File: src/rtl/io_out_control_pkg.sv
// Shared types and defaults for the output-side I/O unit.
// The UART state encoding and the pipeline-facing stall signal live here.
package io_out_control_pkg;

    localparam int unsigned DEFAULT_CLKS_PER_BIT = 868;
    localparam int unsigned DEFAULT_FIFO_DEPTH   = 4;

    typedef enum logic [1:0] {
        UART_IDLE,
        UART_START,
        UART_DATA,
        UART_STOP
    } uart_state_t;

    typedef struct packed {
        logic out_interrupt;
    } io_sig_t;

endpackage

File: src/rtl/io_out_control_if.sv
// OUT-instruction handshake between the execute stage (master) and the I/O unit (slave).
// out_interrupt is the stall request back to the pipeline.
interface io_out_control_if;

    logic       out_valid;
    logic [7:0] out_data;
    logic       out_interrupt;

    modport master (
        output out_valid,
        output out_data,
        input  out_interrupt
    );

    modport slave (
        input  out_valid,
        input  out_data,
        output out_interrupt
    );

endinterface

File: src/rtl/io_out_control_uart_tx.sv
// 8N1 UART serialiser: IDLE -> START -> DATA (LSB first) -> STOP, each bit CLKS_PER_BIT cycles.
// txd is registered from the next-state values so the line changes on the same edge as the state.
module io_out_control_uart_tx
    import io_out_control_pkg::*;
#(
    parameter int unsigned CLKS_PER_BIT = DEFAULT_CLKS_PER_BIT
) (
    input  logic       clk,
    input  logic       rstn,
    input  logic       tx_start,
    input  logic [7:0] tx_data,
    output logic       tx_ready,
    output logic       txd
);

    localparam int unsigned BAUD_W = $clog2(CLKS_PER_BIT);
    localparam logic [BAUD_W-1:0] BAUD_MAX = BAUD_W'(CLKS_PER_BIT - 1);

    uart_state_t       state_q, state_d;
    logic [BAUD_W-1:0] baud_q, baud_d;
    logic [2:0]        bit_q, bit_d;
    logic [7:0]        shift_q, shift_d;
    logic              txd_q, txd_d;
    logic              bit_end;

    assign bit_end = (baud_q == BAUD_MAX);

    always_ff @(posedge clk or negedge rstn) begin
        if (!rstn) begin
            state_q <= UART_IDLE;
            baud_q  <= '0;
            bit_q   <= '0;
            shift_q <= '0;
            txd_q   <= 1'b1;
        end else begin
            state_q <= state_d;
            baud_q  <= baud_d;
            bit_q   <= bit_d;
            shift_q <= shift_d;
            txd_q   <= txd_d;
        end
    end

    always_comb begin
        state_d = state_q;
        baud_d  = baud_q;
        bit_d   = bit_q;
        shift_d = shift_q;
        unique case (state_q)
            UART_IDLE: begin
                baud_d = '0;
                if (tx_start) begin
                    state_d = UART_START;
                    shift_d = tx_data;
                    bit_d   = '0;
                end
            end
            UART_START: begin
                baud_d = bit_end ? '0 : baud_q + 1'b1;
                if (bit_end) begin
                    state_d = UART_DATA;
                    bit_d   = '0;
                end
            end
            UART_DATA: begin
                baud_d = bit_end ? '0 : baud_q + 1'b1;
                if (bit_end) begin
                    shift_d = shift_q >> 1;
                    if (bit_q == 3'd7) begin
                        state_d = UART_STOP;
                    end else begin
                        bit_d = bit_q + 1'b1;
                    end
                end
            end
            UART_STOP: begin
                baud_d = bit_end ? '0 : baud_q + 1'b1;
                if (bit_end) begin
                    state_d = UART_IDLE;
                end
            end
            default: state_d = UART_IDLE;
        endcase
    end

    always_comb begin
        tx_ready = (state_q == UART_IDLE);
        unique case (state_d)
            UART_START: txd_d = 1'b0;
            UART_DATA:  txd_d = shift_d[0];
            default:    txd_d = 1'b1;
        endcase
    end

    assign txd = txd_q;

endmodule

File: src/rtl/io_out_control.sv
// Output I/O unit: buffers OUT bytes in a FIFO and serialises them onto a UART line.
// Stalls the pipeline via out_interrupt when an OUT arrives while the FIFO is full.
module io_out_control
    import io_out_control_pkg::*;
#(
    parameter int unsigned FIFO_DEPTH   = DEFAULT_FIFO_DEPTH,
    parameter int unsigned CLKS_PER_BIT = DEFAULT_CLKS_PER_BIT
) (
    input  logic                        clk,
    input  logic                        rstn,
    io_out_control_if.slave             out_bus,
    output logic                        txd,
    output logic                        tx_busy,
    output logic [$clog2(FIFO_DEPTH):0] fifo_count
);

    localparam int unsigned PTR_W = $clog2(FIFO_DEPTH);
    localparam logic [PTR_W:0] FULL_COUNT = (PTR_W + 1)'(FIFO_DEPTH);

    logic [7:0]       mem_q [FIFO_DEPTH];
    logic [PTR_W-1:0] wr_ptr_q, rd_ptr_q;
    logic [PTR_W:0]   count_q;
    logic             full, empty, push, pop, tx_ready;
    io_sig_t          io_sig;

    assign full  = (count_q == FULL_COUNT);
    assign empty = (count_q == '0);

    // Full stalls regardless of a same-cycle pop: there is no bypass path.
    assign io_sig.out_interrupt = out_bus.out_valid & full;
    assign out_bus.out_interrupt = io_sig.out_interrupt;

    assign push = out_bus.out_valid & ~full;
    assign pop  = tx_ready & ~empty;

    always_ff @(posedge clk) begin
        if (push) begin
            mem_q[wr_ptr_q] <= out_bus.out_data;
        end
    end

    always_ff @(posedge clk or negedge rstn) begin
        if (!rstn) begin
            wr_ptr_q <= '0;
            rd_ptr_q <= '0;
            count_q  <= '0;
        end else begin
            if (push) begin
                wr_ptr_q <= wr_ptr_q + 1'b1;
            end
            if (pop) begin
                rd_ptr_q <= rd_ptr_q + 1'b1;
            end
            unique case ({push, pop})
                2'b10:   count_q <= count_q + 1'b1;
                2'b01:   count_q <= count_q - 1'b1;
                default: count_q <= count_q;
            endcase
        end
    end

    io_out_control_uart_tx #(
        .CLKS_PER_BIT(CLKS_PER_BIT)
    ) u_uart_tx (
        .clk     (clk),
        .rstn    (rstn),
        .tx_start(pop),
        .tx_data (mem_q[rd_ptr_q]),
        .tx_ready(tx_ready),
        .txd     (txd)
    );

    assign tx_busy    = ~tx_ready;
    assign fifo_count = count_q;

endmodule

File: src/flat_wrapper.sv
// flat-port wrapper written by rule: the top's interface ports become plain ports
module io_out_control_flat import io_out_control_pkg::*;
#(
    parameter int unsigned FIFO_DEPTH   = DEFAULT_FIFO_DEPTH,
    parameter int unsigned CLKS_PER_BIT = DEFAULT_CLKS_PER_BIT
)
  (clk, rstn, txd, tx_busy, fifo_count, out_bus_out_valid, out_bus_out_data, out_bus_out_interrupt);
  io_out_control_if out_bus_i ();
  input  logic clk;
  input  logic rstn;
  output logic txd;
  output logic tx_busy;
  output logic [$clog2(FIFO_DEPTH):0] fifo_count;
  input wire logic [$bits(out_bus_i.out_valid)-1:0] out_bus_out_valid;
  input wire logic [$bits(out_bus_i.out_data)-1:0] out_bus_out_data;
  output wire logic [$bits(out_bus_i.out_interrupt)-1:0] out_bus_out_interrupt;
  assign out_bus_i.out_valid = out_bus_out_valid;
  assign out_bus_i.out_data = out_bus_out_data;
  assign out_bus_out_interrupt = out_bus_i.out_interrupt;
  io_out_control #(.FIFO_DEPTH(FIFO_DEPTH), .CLKS_PER_BIT(CLKS_PER_BIT)) u_core (.clk(clk), .rstn(rstn), .out_bus(out_bus_i), .txd(txd), .tx_busy(tx_busy), .fifo_count(fifo_count));
endmodule
File: config.mk
export PLATFORM = sky130hd
export DESIGN_NAME = io_out_control_flat
export DESIGN_NICKNAME = d
export VERILOG_FILES = /design/src/rtl/io_out_control_pkg.sv /design/src/rtl/io_out_control_if.sv /design/src/rtl/io_out_control_uart_tx.sv /design/src/rtl/io_out_control.sv /design/src/flat_wrapper.sv
export SDC_FILE = /design/constraint.sdc
export NUM_CORES = 1
export LEC_CHECK = 0
export CAP_MARGIN = 20
export CORE_MARGIN = 1
export CORE_UTILIZATION = 40
export DETAILED_ROUTE_END_ITERATION = 10
export SETUP_SLACK_MARGIN = 0.1
export SKIP_LAST_GASP = 1
export SYNTH_ARGS = -nofsm -noshare
export SYNTH_HDL_FRONTEND = slang
export SYNTH_SLANG_ARGS = --single-unit
File: constraint.sdc
create_clock -name clk -period 3.7 [get_ports clk]
set_clock_uncertainty 0.2 [all_clocks]
set_input_delay 0.74 -clock clk [delete_from_list [all_inputs] [get_ports clk]]
set_output_delay 0.74 -clock clk [all_outputs]
set_load 0.005 [all_outputs]
==> impl_metrics.yaml, run 1 <==
worst_setup_path:
  cp_top_family: "buffers and inverters"
  start_kind: "input pin"
  path_buf_inv: 2
  path_class: "input pin to output port"
  cp.required_ns: 2.76
  max_stage_delay_ns: 0.50
  crit_path_end_kind: "output port"
  cp_max_fo: 2
  slowest_stage: "clkdlybuf4s50_1"
  cpMostUsedCell: "clkdlybuf4s50_1"
  cp.arrival_ns: 1.85
  worstPathCellList: "clkdlybuf4s50_1 > and3_1 > clkdlybuf4s50_1"
place:
  io_buffers: 16
  placed_cell_area_um2: 3200
  gp_congestion: 0.749
  place_hpwl_um: 3210
clock_tree:
  cts_tree: "done"
  path_clk_slew_ns: 0.07
  cts_buffers: 9
  cts_buffer_depth: 2
  cts.sinks: 63
  cts_setup_buffers: 0
  cts_max_level: 3
  cts_resized: 0
  clk_latency_ns: 0.33
  ctsHoldBuffers: 0
  root_buffer: "clkbuf_8"
synthesis:
  syn_area_um2: 2930
  yosys-top-cells-area: "edfxtp_1 (33%), dfrtp_1 (26%), mux4_2 (6.2%), ha_1 (6.0%), mux2_2 (2.7%)"
  synth-simple-area-share_pct: 10.1
  synth_cell_types: 42
  synth_warnings: 0
  synth_top_family_by_area: "multiplexers"
  synth_top_cell_by_area: "edfxtp_1"
  synth_fa_ha_area_share_pct: 6.66
  synth_fp_nets: 229
  seq_area_frac_synth_pct: 59.3
  synth_top_area_share_pct: 32.8
  syn_avg_cell_area_um2: 14.4
  synth-async-reset-ratio_pct: 49.2
  ys_seq_elements: 63
  synth_edf_count: 32
  synthCells: 203
  synth_xor_area_share_pct: 4.19
  ys.flop_type: "edfxtp_1"
  muxShareOfSynthArea_pct: 10.2
  yosysMostFrequentCell: "edfxtp_1"
  synth_compound_area_share_pct: 7.18
  synthTopCellsByCount: "edfxtp_1 (32), dfrtp_1 (30), nor2_1 (16), ha_1 (14), inv_1 (14)"
grt:
  antenna_found_initial: 0
  grt_use_total_pct: 14.7
  grt_pass1_wl_um: 8190
  grt_start_max_net_pins: 32
  first_global_vias: 1644
  grt_remaining_overflow: 0
sta:
  rsz0062_at_grt: "no"
  setup-tns-final_ns: 0
  hold_viol_final: 0
  worstMarginPinSlew_ns: 0.599
  finalCritPeriodShare_pct: 75.5
  timing.fmax_mhz: 358
  setup_viol: 0
  slew_headroom_pct: 59.7
  period_minus_slack_ns: 2.79
  drv_slew: 0
die:
  io_pins: 17
  dieHeight_um: 87.6
  initial_utilization_pct: 42.2
  die-area_um2: 7670
  die_w_um: 87.6
  core_um2: 6940
  num_rows: 30
final_layout:
  postLayoutCellArea_um2: 3370
  layout.nets: 254
  drive_gt1_share_pct: 18.0
  area_delta_synth_final_pct: 15.0
  num-fill-cells: 621
  antenna_cells: 0
run_status:
  status: "completed"
routing:
  post_drt_via_cell_ratio: 4.87
  wl_per_cell_um: 14.3
  drt_wl_total_um: 4700
  antenna_left: 0
  routed-via-count: 1603
  drcViolationCount: 0
  drt-initial-drc-count: 75
  drt_pass1_iterations: 4
run:
  max-cap-violations: 0
min_path:
  holdCritPathClass: "register to register"
pwr:
  pwr_density_cell_nw_per_um2: 685
  irDropWorstVdd_mv: 0.366
  leakage_nw: 1.37
per-layer routing:
metal / part of all wire [%] / GRT usage [%] / up-vias
met5: 0 / 0 / -
met4: 1.0 / 5.81 / 0
met3: 3.6 / 5.09 / 5
met2: 47 / 22.4 / 27
met1: 48 / 19.4 / 782
li1: - / - / 789
kinds of logic (layout without fill, tap and decap cells):
group,Yosys count,count (layout)
flip-flops,63,63
AND/OR/NAND/NOR,49,49
AO/OA/AOI/OAI,25,25
multiplexers,19,19
buffers and inverters,18,48
adder cells (fa/ha/maj),15,15
XOR/XNOR,14,14
power by group:
group,leakage (nW),switching [mW],total (mW),internal (mW)
Clock,0.0878,0.258,0.499,0.240
Combinational,0.591,0.338,0.723,0.384
Sequential,0.694,0.155,1.09,0.931
Total,1.37,0.752,2.31,1.56
final cells by class:
class / instances / area, um^2 / share of cell area (%)
multi-input cells: 122 / 1120 / 33.3
flip-flops and latches: 63 / 1740 / 51.6
repair buffers: 17 / 168 / 4.98
clock inverters: 6 / 36.3 / 1.08
well taps: 96 / 120 / 3.57
clock buffers: 10 / 128 / 3.79
inverters: 15 / 56.3 / 1.67
cells in the final DEF, fill, tap and decap left out, types with 7 or more instances in the layout:
cell type / instances
nor2_1: 16
xor2_1: 8
edfxtp_1: 32
ha_1: 14
clkdlybuf4s50_1: 16
dfrtp_1: 30
nand2_1: 10
mux2_2: 7
clkbuf_8: 9
mux4_2: 8
inv_1: 14
sequential cells by signal (all words and copies together), names as in the netlist:
| register | count |
|---|---|
| u_core.wr_ptr_q | 2 |
| u_core.mem_q | 32 |
| u_core.fifo_count | 3 |
| u_core.u_uart_tx.baud_q | 10 |
| u_core.u_uart_tx.shift_q | 8 |
| u_core.rd_ptr_q | 2 |
| u_core.u_uart_tx.state_q | 2 |
| u_core.u_uart_tx.txd | 1 |
| u_core.u_uart_tx.bit_q | 3 |
worst paths after layout:
kind                            cells past startpoint                             startpoint  slack [ns]                                    to
min in group asynchronous                           2                                   rstn        0.60  u_core.u_uart_tx.baud_q[0]$_DFF_PN0_
worst max register to register                     10  u_core.u_uart_tx.state_q[1]$_DFF_PN0_        1.02      u_core.fifo_count[2]$_DFFE_PN0P_
max in group asynchronous                           2                                   rstn        2.37        u_core.u_uart_tx.txd$_DFF_PN1_
worst min-delay path                                1   u_core.u_uart_tx.baud_q[0]$_DFF_PN0_        0.29  u_core.u_uart_tx.baud_q[0]$_DFF_PN0_
worst max-delay path                                3                      out_bus_out_valid        0.91                 out_bus_out_interrupt
worst min register to register                      1   u_core.u_uart_tx.baud_q[0]$_DFF_PN0_        0.29  u_core.u_uart_tx.baud_q[0]$_DFF_PN0_
stage by stage:
step / total power, mW / setup WS [ns] / instances / hold slack (ns) / util, %
5_1_grt: 2.47 / 0.803 / 329 / 0.327 / 48.5
3_3_place_gp: 1.82 / 0.852 / 313 / 0.273 / 46.1
4_1_cts: 2.34 / 0.895 / 329 / 0.285 / 48.5
3_5_place_dp: 1.84 / 0.804 / 313 / 0.276 / 46.1
6_report: 2.31 / 0.905 / 329 / 0.286 / 48.5
2_1_floorplan: 1.61 / 1.36 / 203 / 0.244 / -
(Power assumes the default switching activity.)
==> inputs of run 2 (changes only) <==
- clock period: 3.7 -> 2.9 ns (I/O delays scaled with it)
==> impl_metrics.yaml, run 2 (synthesis gave the netlist of run 1 again) <==
run_status:
  status: "completed"
sta:
  slew_headroom_pct: 61.5
  worstMarginPinSlew_ns: 0.577
  rsz0062_at_grt: "no"
  setup_viol: 0
  period_minus_slack_ns: 2.66
  setup-tns-final_ns: 0
  fin_ws_ns: 0.241
  timing.fmax_mhz: 376
  finalCritPeriodShare_pct: 91.7
  hold_viol_final: 0
  hold_ws_ns: 0.301
  drv_slew: 0
worst_setup_path:
  cp.required_ns: 2.12
  cp.arrival_ns: 1.88
  rrSetupSlack_ns: 0.46
  crit_path_end_kind: "output port"
  path_class: "register to output port"
  cp_max_fo: 7
  start_kind: "register"
clock_tree:
  cts.sinks: 63
  root_buffer: "clkbuf_8"
  cts_resized: 0
  cts_tree: "done"
  cts_max_level: 3
  cts_buffer_depth: 2
  clk_latency_ns: 0.33
  ctsHoldBuffers: 0
  cts_buffers: 9
  cts_setup_buffers: 0
  path_clk_slew_ns: 0.07
die:
  num_rows: 30
  io_pins: 17
  dieHeight_um: 87.6
  die_w_um: 87.6
  core_um2: 6940
  die-area_um2: 7670
  initial_utilization_pct: 42.2
final_layout:
  drive_gt1_share_pct: 19.4
  largest_register_ff_count: 32
  final_common_cell: "edfxtp_1"
  antenna_cells: 0
  layout.nets: 258
  num-fill-cells: 613
  max_flop_register: "u_core.mem_q"
  final_cell_mix: "edfxtp_1 (32), dfrtp_1 (30), nor2_1 (16), clkdlybuf4s50_1 (16)"
  finish.utilization_pct: 49.0
  fin_cells: 333
  area_delta_synth_final_pct: 16.1
  reg.largest.list: "u_core.mem_q x32, u_core.u_uart_tx.baud_q x10, u_core.u_uart_tx.shift_q x8"
min_path:
  holdCritPathClass: "register to register"
routing:
  antenna_left: 0
  drcViolationCount: 0
  drt-initial-drc-count: 112
  routed-via-count: 1656
  post_drt_via_cell_ratio: 4.97
  drt_pass1_iterations: 4
  wl_per_cell_um: 14.5
  drt_wl_total_um: 4840
place:
  dpl_worst_slack_ns: 0.391
  place_hpwl_um: 3340
  gp_congestion: 0.748
  io_buffers: 16
  placedCellCount: 317
run:
  max-cap-violations: 0
pwr:
  irDropWorstVdd_mv: 0.528
  pwr_density_cell_nw_per_um2: 870
  leakage_nw: 1.38
grt:
  grt_remaining_overflow: 0
  grt_start_max_net_pins: 32
  grt_pass1_wl_um: 8540
  first_global_vias: 1766
  antenna_found_initial: 0
  grt_use_total_pct: 15.3
==> run 2: changes by cell type in the layout (fill, tap and decap cells not counted), sizes merged <==
cell,delta
clkinv,-1
buf,+4
clkinvlp,+2
inv,-1
==> run 2: final timing paths <==
check                                                      start                                   end  cells after the start
setup / recovery           u_core.u_uart_tx.state_q[1]$_DFF_PN0_                               tx_busy                      5
hold / removal              u_core.u_uart_tx.baud_q[0]$_DFF_PN0_  u_core.u_uart_tx.baud_q[0]$_DFF_PN0_                      1
setup reg to reg           u_core.u_uart_tx.state_q[0]$_DFF_PN0_        u_core.u_uart_tx.txd$_DFF_PN1_                      8
hold reg to reg             u_core.u_uart_tx.baud_q[0]$_DFF_PN0_  u_core.u_uart_tx.baud_q[0]$_DFF_PN0_                      1
max in group asynchronous                                   rstn        u_core.u_uart_tx.txd$_DFF_PN1_                      2
min in group asynchronous                                   rstn  u_core.u_uart_tx.baud_q[0]$_DFF_PN0_                      2
==> run 2: final cells by class <==
class | instances | area (um^2) | area share, %
clock buffer | 10 | 128 | 3.75
sequential | 63 | 1740 | 51.1
multi-input combinational | 122 | 1120 | 33.0
tap | 96 | 120 | 3.53
clock inverter | 6 | 37.5 | 1.10
timing repair buffer | 21 | 198 | 5.82
inverter | 15 | 56.3 | 1.66
==> run 2: critical path, stage by stage, from the launching register on <==
cell and delay (ns):
dfrtp_1 0.46, inv_1 0.12, ha_1 0.21, buf_4 0.16, inv_1 0.08, clkdlybuf4s50_1 0.51
==> run 2: stage by stage <==
step / instance area (um^2) / total power [mW]
CTS: 3400 / 3.01
global route: 3400 / 3.17
finish: 3400 / 2.96
detailed placement: 3230 / 2.36
global placement: 3230 / 2.34
floorplan: 2930 / 2.06
==> run 2: layer usage <==
metal	wire length, um	GRT usage [%]	vias to the layer above
met5	0	0	-
met4	72	6.26	0
met3	145	5.94	6
met2	2370	25.4	25
met1	2240	17.9	829
li1	-	-	796
==> run 2: where the power goes <==
part	switching [mW]	internal [mW]	leakage [nW]	total, mW
clock network	0.334	0.305	0.0797	0.639
registers	0.198	1.19	0.694	1.39
logic	0.436	0.498	0.610	0.934
total	0.968	1.99	1.38	2.96
